[config.mk]
export PLATFORM = sky130hd
export DESIGN_NAME = btn_debounce_multi
export DESIGN_NICKNAME = d
export VERILOG_FILES = /design/src/rtl/btn_debounce_multi.sv
export SDC_FILE = /design/constraint.sdc
export NUM_CORES = 1
export LEC_CHECK = 0
export CORE_UTILIZATION = 30
export CTS_BUF_LIST = sky130_fd_sc_hd__clkbuf_2
export CTS_CLUSTER_SIZE = 10
export DETAILED_ROUTE_END_ITERATION = 7
export PLACE_DENSITY = 0.55
export SYNTH_ARGS = -nofsm -noshare
export SYNTH_HDL_FRONTEND = slang
export SYNTH_SLANG_ARGS = --single-unit
[constraint.sdc]
create_clock -name clk_sys -period 2.9 [get_ports clk_sys]
set_input_delay 0.58 -clock clk_sys [delete_from_list [all_inputs] [get_ports clk_sys]]
set_output_delay 0.58 -clock clk_sys [all_outputs]
set_load 0.01 [all_outputs]
[src/rtl/btn_debounce_multi.sv]
// N-channel push-button conditioner: per-channel 2-FF synchroniser, shared tick prescaler,
// DEPTH-sample debounce history and IDLE/PRESSED/LONG FSM with press/release/long pulses.
module btn_debounce_multi #(
  parameter int NUM_BTN    = 2,
  parameter int TICK_DIV   = 100000,
  parameter int DEPTH      = 8,
  parameter int LONG_TICKS = 500,
  parameter int ACTIVE_LOW = 1
) (
  input  logic               clk_sys,
  input  logic               reset_n,
  input  logic [NUM_BTN-1:0] btn_in,
  output logic [NUM_BTN-1:0] btn_state,
  output logic [NUM_BTN-1:0] btn_press,
  output logic [NUM_BTN-1:0] btn_release,
  output logic [NUM_BTN-1:0] btn_long,
  output logic [NUM_BTN-1:0] btn_held,
  output logic               tick
);

  localparam int DIV_W = (TICK_DIV > 1) ? $clog2(TICK_DIV) : 1;
  localparam int CNT_W = (LONG_TICKS > 0) ? $clog2(LONG_TICKS + 1) : 1;
  localparam logic [DIV_W-1:0]   DIV_LAST  = DIV_W'(TICK_DIV - 1);
  localparam bit                 LONG_EN   = (LONG_TICKS != 0);
  localparam logic [CNT_W-1:0]   LONG_LAST = LONG_EN ? CNT_W'(LONG_TICKS - 1) : '0;
  localparam logic [NUM_BTN-1:0] POL       = (ACTIVE_LOW != 0) ? '1 : '0;

  typedef enum logic [1:0] {
    IDLE    = 2'd0,
    PRESSED = 2'd1,
    LONG    = 2'd2
  } state_t;

  // Hold counter saturates at all-ones instead of wrapping.
  function automatic logic [CNT_W-1:0] sat_inc(input logic [CNT_W-1:0] v);
    return (&v) ? v : v + 1'b1;
  endfunction

  logic [DIV_W-1:0]   div_q, div_d;
  logic [NUM_BTN-1:0] sync1_q, sync1_d;
  logic [NUM_BTN-1:0] sync2_q, sync2_d;
  logic               tick_w;

  assign tick_w = (div_q == DIV_LAST);
  assign tick   = tick_w;

  always_comb begin
    div_d   = (div_q == DIV_LAST) ? '0 : div_q + 1'b1;
    sync1_d = btn_in ^ POL;
    sync2_d = sync1_q;
  end

  always_ff @(posedge clk_sys or negedge reset_n) begin
    if (!reset_n) begin
      div_q   <= '0;
      sync1_q <= '0;
      sync2_q <= '0;
    end else begin
      div_q   <= div_d;
      sync1_q <= sync1_d;
      sync2_q <= sync2_d;
    end
  end

  for (genvar i = 0; i < NUM_BTN; i++) begin : g_ch
    state_t           state_q, state_d;
    logic [DEPTH-1:0] hist_q, hist_d;
    logic [CNT_W-1:0] cnt_q, cnt_d;
    logic             press_q, press_d;
    logic             release_q, release_d;
    logic             long_q, long_d;

    // Decisions look at the freshly shifted history within the tick cycle.
    always_comb begin
      state_d   = state_q;
      hist_d    = hist_q;
      cnt_d     = cnt_q;
      press_d   = 1'b0;
      release_d = 1'b0;
      long_d    = 1'b0;
      if (tick_w) begin
        hist_d = {hist_q[DEPTH-2:0], sync2_q[i]};
        case (state_q)
          IDLE: begin
            if (&hist_d) begin
              state_d = PRESSED;
              press_d = 1'b1;
              cnt_d   = '0;
            end
          end
          PRESSED: begin
            if (~|hist_d) begin
              state_d   = IDLE;
              release_d = 1'b1;
            end else if (LONG_EN && (cnt_q == LONG_LAST)) begin
              state_d = LONG;
              long_d  = 1'b1;
            end else begin
              cnt_d = sat_inc(cnt_q);
            end
          end
          LONG: begin
            if (~|hist_d) begin
              state_d   = IDLE;
              release_d = 1'b1;
            end
          end
          default: state_d = IDLE;
        endcase
      end
    end

    always_ff @(posedge clk_sys or negedge reset_n) begin
      if (!reset_n) begin
        state_q   <= IDLE;
        hist_q    <= '0;
        cnt_q     <= '0;
        press_q   <= 1'b0;
        release_q <= 1'b0;
        long_q    <= 1'b0;
      end else begin
        state_q   <= state_d;
        hist_q    <= hist_d;
        cnt_q     <= cnt_d;
        press_q   <= press_d;
        release_q <= release_d;
        long_q    <= long_d;
      end
    end

    assign btn_state[i]   = (state_q != IDLE);
    assign btn_held[i]    = (state_q == LONG);
    assign btn_press[i]   = press_q;
    assign btn_release[i] = release_q;
    assign btn_long[i]    = long_q;
  end

endmodule
=== Word-level counts from Yosys, hierarchy flattened ===
Cells that the tools add are included.

* Flip-flop bits (word level): 63
* Input port bits: 4
* Output and inout port bits: 11
* Word-level logic and storage cells: 97

* Add/subtract/negate cells: 3
* Equal/unequal tests: 19
* Multiplexer cells: 41
* Bitwise operators: 1
* Reduce and logical (&&, ||, !) cells: 18

{| class="wikitable"
|+ Operators with widths
! kind !! count
|-
| $mux W9 || 8
|-
| $pmux W9 S2 || 2
|-
| $mux W1 || 20
|-
| $ne A2 B2 Y1 const B || 10
|-
| $add A9 B1 Y9 const B || 2
|-
| $eq A9 B9 Y1 const B || 2
|-
| $reduce_and A9 Y1 || 2
|-
| $add A17 B1 Y17 const B || 1
|-
| $eq A17 B17 Y1 const B || 1
|-
| $mux W17 || 1
|-
| $mux W2 || 8
|-
| $reduce_and A8 Y1 || 2
|-
| $reduce_or A8 Y1 || 2
|-
| $pmux W2 S3 || 2
|-
| $reduce_and A6 Y1 || 2
|-
| $reduce_and A4 Y1 || 2
|-
| $reduce_bool A2 Y1 || 4
|-
| $ne A3 B3 Y1 const B || 2
|-
| $eq A2 B1 Y1 const B || 2
|-
| $eq A2 B2 Y1 const B || 2
|-
| $logic_not A2 Y1 || 2
|-
| $reduce_or A2 Y1 || 2
|-
| $not A2 Y2 || 1
|}

=== Longest topological paths before layout ===
Gate-level depths: netlist of the first run.

* Depth in word-level cells: 5
* Depth in mapped cells: 11
* Mapped depth without buffers: 10

=== Worst setup path before layout of the first run ===
No wires, ideal clock.

* Path kind: reg2reg
* Start: register div_q[13]
* End: register g_ch[1].cnt_q[2]
* Library setup time: 65 ps
* Data arrival time: 2489 ps
* Required time: 2835 ps
* Slack: 347 ps
* Stages on the path, launching flop included: 8
* Buffers on the path: 2
* Period minus slack after synthesis: 2553 ps
* Cell sequence: dfrtp_1 > or4b_1 > or4_1 > buf_2 > or4b_1 > buf_2 > nor3b_2 > a211o_1

* Cells in the longest elaborated chain, start to end: 2

{| class="wikitable"
|+ RTL lines
! what !! line !! text
|-
| start, declared || 39 || <nowiki>logic [DIV_W-1:0] div_q, div_d;</nowiki>
|-
| start signal, assigned || 59 || <nowiki>div_q <= div_d;</nowiki>
|-
| $eq A17 B17 Y1 || 44 || <nowiki>assign tick_w = (div_q == DIV_LAST);</nowiki>
|-
| $reduce_and A6 Y1 (no source line) || - ||
|-
| end signal, assigned || 124 || <nowiki>cnt_q <= cnt_d;</nowiki>
|-
| end, declared || 68 || <nowiki>logic [CNT_W-1:0] cnt_q, cnt_d;</nowiki>
|}

Every way passes these cells.
A chain may end at the register's enable or synchronous reset.

=== Worst setup path in the final report of the first run ===
* Start: register div_q[13]
* End: output port tick

* Cells in the longest elaborated chain, start to end: 1

{| class="wikitable"
|+ RTL lines
! what !! line !! text
|-
| $eq A17 B17 Y1 || 44 ||
|-
| end, declared || 18 || <nowiki>output logic tick</nowiki>
|}

Every way passes these cells.

==> results.py, run 1 <==
metrics = {
    "run_status": {
        "status": "finished, final reports clean",
    },
    "yosys": {
        "yosys.area.top_type_share_pct": 51.5,
        "ys_ff_latch": 63,
        "synth_ff_type": "dfrtp_1",
        "synthCells": 285,
        "synth_area_per_cell_sq_um": 10.7,
        "syn-cell-area_sq_um": 3060,
        "synth_warnings": 0,
        "synthArstFlopShare_pct": 100,
        "yosysUniqueCellTypes": 42,
        "seq_area_frac_synth_pct": 51.5,
        "synth-edff-count": 0,
        "synth_area_leaders": "dfrtp_1 52%, mux2_2 5.5%, ha_1 4.5%",
        "yosysTopAreaCell": "dfrtp_1",
        "syn-num-nets": 300,
    },
    "worst_setup_path": {
        "crit_end": "tick",
        "crit_path_end_kind": "primary output",
        "reg2reg_depth": 6,
        "worstPathCellList": "or4b_4 -> or4_4 -> inv_2 -> buf_2",
        "criticalPathCategory": "register to primary output",
        "slowest_stage": "or4_4",
        "reg2reg_slack_ns": 0.14,
        "crit_path_start": "div_q[13]",
        "cp.arrival_ns": 2.18,
        "start_kind": "register",
        "max_stage_delay_ns": 0.56,
        "cp_max_fo": 2,
        "rr_endpoint": "g_ch[1].cnt_q[2]",
        "r2r_start": "div_q[13]",
        "worstPathRequired_ns": 2.32,
    },
    "clock_network": {
        "cts_buffers": 9,
        "cts_tree": "built",
        "clk_pin_slew_ns": 0.17,
        "htree_levels": 3,
        "cts_buffer_depth": 2,
        "cts_hold_buf": 0,
        "clk_latency_ns": 0.47,
        "clock-root-buffer": "clkbuf_2",
        "clock_sinks": 63,
    },
    "power": {
        "seq_power_share_pct": 67.5,
        "irDropWorstVdd_uv": 119,
        "internal_power_uw": 993,
        "p_per_area_nw_per_um2": 375,
        "pwr-share-clk_pct": 30.5,
        "power.switching_uw": 315,
        "comb_power_share_pct": 2.0,
        "leakagePower_uw": 0.00162,
        "switching_share_pct": 24.1,
    },
    "route": {
        "drt-initial-drc-count": 71,
        "ant_nets": 0,
        "wirelength_um": 5760,
        "first_pass_iters": 4,
        "viasPerCell": 4.75,
        "post_drt_wl_per_cell_um": 12.8,
        "dr_total_vias": 2127,
        "drc": 0,
    },
    "grt": {
        "grtUsageTotal_pct": 12.1,
        "grt_pass1_wl_um": 9870,
        "grt_antenna_before_repair": 0,
        "grt_overflow": 0,
        "grt_max_degree": 64,
        "grt_pass1_vias": 2164,
    },
    "floorplan": {
        "die_area_sq_um": 10600,
        "die_x_um": 103,
        "die_y_um": 103,
        "ios": 15,
        "coreArea_sq_um": 9820,
        "start_util_pct": 31.2,
        "std_cell_rows": 36,
    },
    "place": {
        "gp_congestion": 0.709,
        "portBuffers": 14,
        "dpl.cell_count": 429,
        "placed_cell_area_sq_um": 3380,
        "dp_hpwl_um": 3920,
    },
    "run": {
        "drv_cap": 0,
    },
    "sta": {
        "skew_ns": 0.0229,
        "setup_violations": 0,
        "max_freq_mhz": 362,
        "rsz0062_at_grt": "false",
        "hold_violations": 0,
        "hold_slack_ns": 0.0556,
        "slew_headroom_pct": 65.3,
        "tightest_slew_ns": 0.515,
        "setup_tns_ns": 0,
        "fin_crit_sh_pct": 95.1,
        "fin_crit_ns": 2.76,
        "slew_violations": 0,
    },
    "finish": {
        "insertedDiodeCount": 0,
        "final_util_pct": 35.5,
        "drive_gt1_share_pct": 16.5,
        "final_common_cell": "dfrtp_1",
        "synthToLayoutAreaGrowth_pct": 14.1,
        "final_nets": 327,
        "fin_cells": 448,
        "finalInstanceArea_sq_um": 3490,
        "final_cell_mix": "63 x dfrtp_1, 21 x nor2_1, 21 x nand2_1",
    },
    "min_path": {
        "hp-class": "input port to asynchronous set/reset pin",
    },
}
==> kinds of logic (layout without fill, tap and decap cells) <==
kind of cell	Yosys count	count (layout)	share of synthesized area [%]
AND/OR/NAND/NOR	107	107	19.6
flip-flops	63	63	51.5
AO/OA/AOI/OAI	33	33	6.95
buffers and inverters	33	63	4.95
multiplexers	23	23	8.14
XOR/XNOR	15	15	4.29
adder cells (fa/ha/maj)	11	11	4.50
==> routing by layer <==
layer  global-route usage [%]  part of all wire, %
met1                     15.0                   48
met5                        0                    0
met3                     4.07                  3.7
met4                     3.90                  1.1
met2                     19.7                   47
==> cell usage after synthesis, types with 2 or more instances <==
cell	n
nor4_1	5
a211o_1	2
or4bb_1	2
dfrtp_1	63
or4b_1	3
a21o_1	3
mux2_2	15
a41oi_1	2
buf_2	4
nor2_1	21
inv_1	20
nand2b_1	5
nand3_1	10
nor2b_1	2
mux2i_1	8
nand2_1	21
or4_1	6
o21bai_1	2
and3_1	11
xor2_1	8
nand4_1	12
clkbuf_1	3
o21ai_0	8
a31oi_1	3
a21oi_1	7
ha_1	11
xnor2_1	7
buf_4	6
o22ai_1	2
==> power groups by stage <==
stage	Sequential, uW	Combinational (uW)	Clock (uW)
global route	884	30.8	456
global placement	899	28.0	0
finish	883	25.8	399
floorplan	899	2.38	0
CTS	883	27.7	421
detailed placement	899	27.8	0
==> final cells by class <==
class	instances	area, sq um
Clock buffer	11	55.1
Clock inverter	3	12.5
Fill cell	1018	6330
Inverter	20	75.1
Multi-Input combinational cell	189	1350
Sequential cell	63	1580
Tap cell	133	166
Timing Repair Buffer	29	255
==> stage by stage <==
stage	worst slack [ns]	power, uW
2_1_floorplan	0.347	901
3_3_place_gp	0.179	927
3_5_place_dp	0.156	927
4_1_cts	0.00495	1330
5_1_grt	0.00942	1370
6_report	0.141	1310
==> timing repair <==
action | 4_1_cts | 5_1_grt
endpoints found under the setup margin | 1 | 1
resized for setup | 7 | 1
buffers inserted | 4 | 1
pin swaps | 2 | 1
==> registers in the layout, indices dropped and copies added, names as in the netlist <==
| register | cells |
|---|---|
| g_ch.cnt_q | 18 |
| sync2_q | 2 |
| div_q | 17 |
| g_ch.press_q | 2 |
| g_ch.state_q | 4 |
| sync1_q | 2 |
| g_ch.hist_q | 14 |
| g_ch.release_q | 2 |
| g_ch.long_q | 2 |
==> how the worst min path moves through the flow <==
stage,to,slack (ns),cells after the start
after global placement,sync2_q[1],0.34,0
after CTS,div_q[8],0.07,2
after detailed placement,sync2_q[0],0.33,0
final,div_q[11],0.06,2
after floorplan,div_q[0],0.28,0
after global routing,div_q[8],0.07,2
==> critical path: cells and delay by family (launching register included) <==
family	cells	cell delay, ns
AND/OR/NAND/NOR	2	1.11
flip-flops	1	0.42
buffers and inverters	2	0.19
Note: power is estimated with default switching activity, not from simulation.
==> inputs of run 2 (changes only) <==
--- a/config.mk
+++ b/config.mk
@@ -10,6 +10,7 @@
 export CTS_CLUSTER_SIZE = 10
 export DETAILED_ROUTE_END_ITERATION = 7
 export PLACE_DENSITY = 0.55
+export REMOVE_ABC_BUFFERS = 1
 export SYNTH_ARGS = -nofsm -noshare
 export SYNTH_HDL_FRONTEND = slang
 export SYNTH_SLANG_ARGS = --single-unit
==> run 2 against run 1 <==
Compared with the run above:
- sequential share of layout area is 1.2 points lower
- routed wire length fell by 2.6%
- cell area is 2.7% higher
- critical endpoint unchanged
- combinational power about the same
- non-clock buffer count did not move
- clock-buffer cell count increased by 1
- via count shrank 0.80%
- global-route usage is 0.16 points lower
- setup slack gained 0.0065 ns
- first-iteration DRC count is 37% lower
- highest routed layer unchanged
==> results.py, run 2 (synthesis results as in run 1) <==
metrics = {
    "grt": {
        "grt_pass1_wl_um": 9520,
        "grt_max_degree": 34,
        "grt_overflow": 0,
        "grt_antenna_before_repair": 0,
        "grtUsageTotal_pct": 11.9,
        "grt_pass1_vias": 2076,
    },
    "sta": {
        "tightest_slew_ns": 0.728,
        "max_freq_mhz": 363,
        "slew_headroom_pct": 51.5,
        "rsz0062_at_grt": "false",
        "skew_ns": 0.0246,
        "fin_crit_sh_pct": 94.9,
        "setup_violations": 0,
        "setup_tns_ns": 0,
        "hold_violations": 0,
        "fin_crit_ns": 2.75,
        "slew_violations": 0,
    },
    "place": {
        "portBuffers": 14,
        "dp_hpwl_um": 3940,
        "gp_congestion": 0.749,
        "placed_cell_area_sq_um": 3380,
        "dpl.cell_count": 429,
    },
    "finish": {
        "largest_register_ffs": 18,
        "final_nets": 327,
        "synthToLayoutAreaGrowth_pct": 17.1,
        "fin_cells": 450,
        "nFillCells": 1018,
        "largest_register": "g_ch.cnt_q",
        "finalInstanceArea_sq_um": 3580,
        "top_regs": "g_ch.cnt_q (18), div_q (17), g_ch.hist_q (14)",
        "final_cell_mix": "63 x dfrtp_1, 21 x nor2_1, 21 x nand2_1",
        "drive_gt1_share_pct": 17.4,
        "insertedDiodeCount": 0,
        "final_common_cell": "dfrtp_1",
    },
    "clock_network": {
        "htree_levels": 3,
        "clock_sinks": 63,
        "cts_buffer_depth": 2,
        "clk_latency_ns": 0.49,
        "cts_tree": "built",
        "cts_buffers": 9,
        "clk_pin_slew_ns": 0.19,
        "clock-root-buffer": "clkbuf_2",
    },
    "worst_setup_path": {
        "crit_path_end_kind": "primary output",
        "cp_max_fo": 2,
        "criticalPathCategory": "register to primary output",
        "cp.arrival_ns": 2.17,
        "worstPathRequired_ns": 2.32,
        "start_kind": "register",
    },
    "min_path": {
        "hp-class": "input port to asynchronous set/reset pin",
    },
    "power": {
        "irDropWorstVdd_uv": 184,
        "p_per_area_nw_per_um2": 447,
        "leakagePower_uw": 0.00167,
    },
    "route": {
        "met1_length_um": 2630,
        "first_pass_iters": 4,
        "wirelength_um": 5600,
        "viasPerCell": 4.69,
        "wl_met3_um": 215,
        "drt-initial-drc-count": 45,
        "ant_nets": 0,
        "top_layer": "met4",
        "met2_length_um": 2700,
        "post_drt_wl_per_cell_um": 12.5,
        "drc": 0,
        "dr_total_vias": 2110,
    },
    "floorplan": {
        "die_y_um": 103,
        "std_cell_rows": 36,
        "ios": 15,
        "start_util_pct": 31.2,
        "die_area_sq_um": 10600,
        "die_x_um": 103,
        "coreArea_sq_um": 9820,
    },
    "run": {
        "drv_cap": 0,
    },
    "run_status": {
        "status": "finished, final reports clean",
    },
}
run 2: report_power, final:
part | internal [uW] | total (uW) | switching, uW
sequential | 882 | 883 | 1.42
combinational | 6.71 | 25.9 | 19.2
clock | 381 | 693 | 312
total | 1270 | 1600 | 332
run 2: path summary, 6_finish.rpt:
kind	start	endpoint	slack, ns	depth (start not counted)
worst max-delay path	div_q[13]	tick	0.15	4
worst min-delay path	reset_n	g_ch[1].cnt_q[6]	0.12	1
max in group asynchronous	reset_n	g_ch[0].cnt_q[3]	2.15	2
worst min register to register	sync1_q[0]	sync2_q[0]	0.37	0
min in group clk_sys	sync1_q[0]	sync2_q[0]	0.37	0
worst max register to register	div_q[13]	g_ch[1].cnt_q[6]	0.18	6
run 2: metrics by stage:
stage | power, uW | setup WS (ns) | hold WS (ns) | utilization (%)
after floorplan | 901 | -0.883 | 0.284 | -
after global placement | 927 | 0.173 | 0.340 | 34.4
after detailed placement | 927 | 0.137 | 0.342 | 34.4
after CTS | 1630 | 0.0571 | 0.0973 | 36.3
after global routing | 1680 | 0.00184 | 0.111 | 36.5
final | 1600 | 0.148 | 0.123 | 36.5
run 2: layout make-up:
| class | instances | area, sq um | share of cell area [%] |
|---|---|---|---|
| Tap cell | 133 | 166 | 4.65 |
| Sequential cell | 63 | 1580 | 44.0 |
| Clock inverter | 4 | 93.8 | 2.62 |
| Timing Repair Buffer | 29 | 262 | 7.30 |
| Multi-Input combinational cell | 189 | 1350 | 37.7 |
| Clock buffer | 12 | 60.1 | 1.68 |
| Inverter | 20 | 75.1 | 2.10 |
run 2: timing repair:
action / in CTS / in global routing
setup endpoints to repair: 1 / 1
pin swaps: 1 / 1
setup buffers: 4 / 1
hold buffers: 0 / 0
gates resized for setup: 7 / 2
run 2: metal layers:
metal  vias to the layer above  track usage (%)
met5                         -                0
met4                         0             3.90
met3                         5             4.47
met2                        33             19.3
met1                      1022             14.6
li1                       1050                -
run 2: worst max-delay path, cell delays in order, from the launching register on:
cell and delay (ns):
dfrtp_1 0.41, or4b_4 0.54, or4_4 0.57, inv_2 0.08, buf_6 0.09
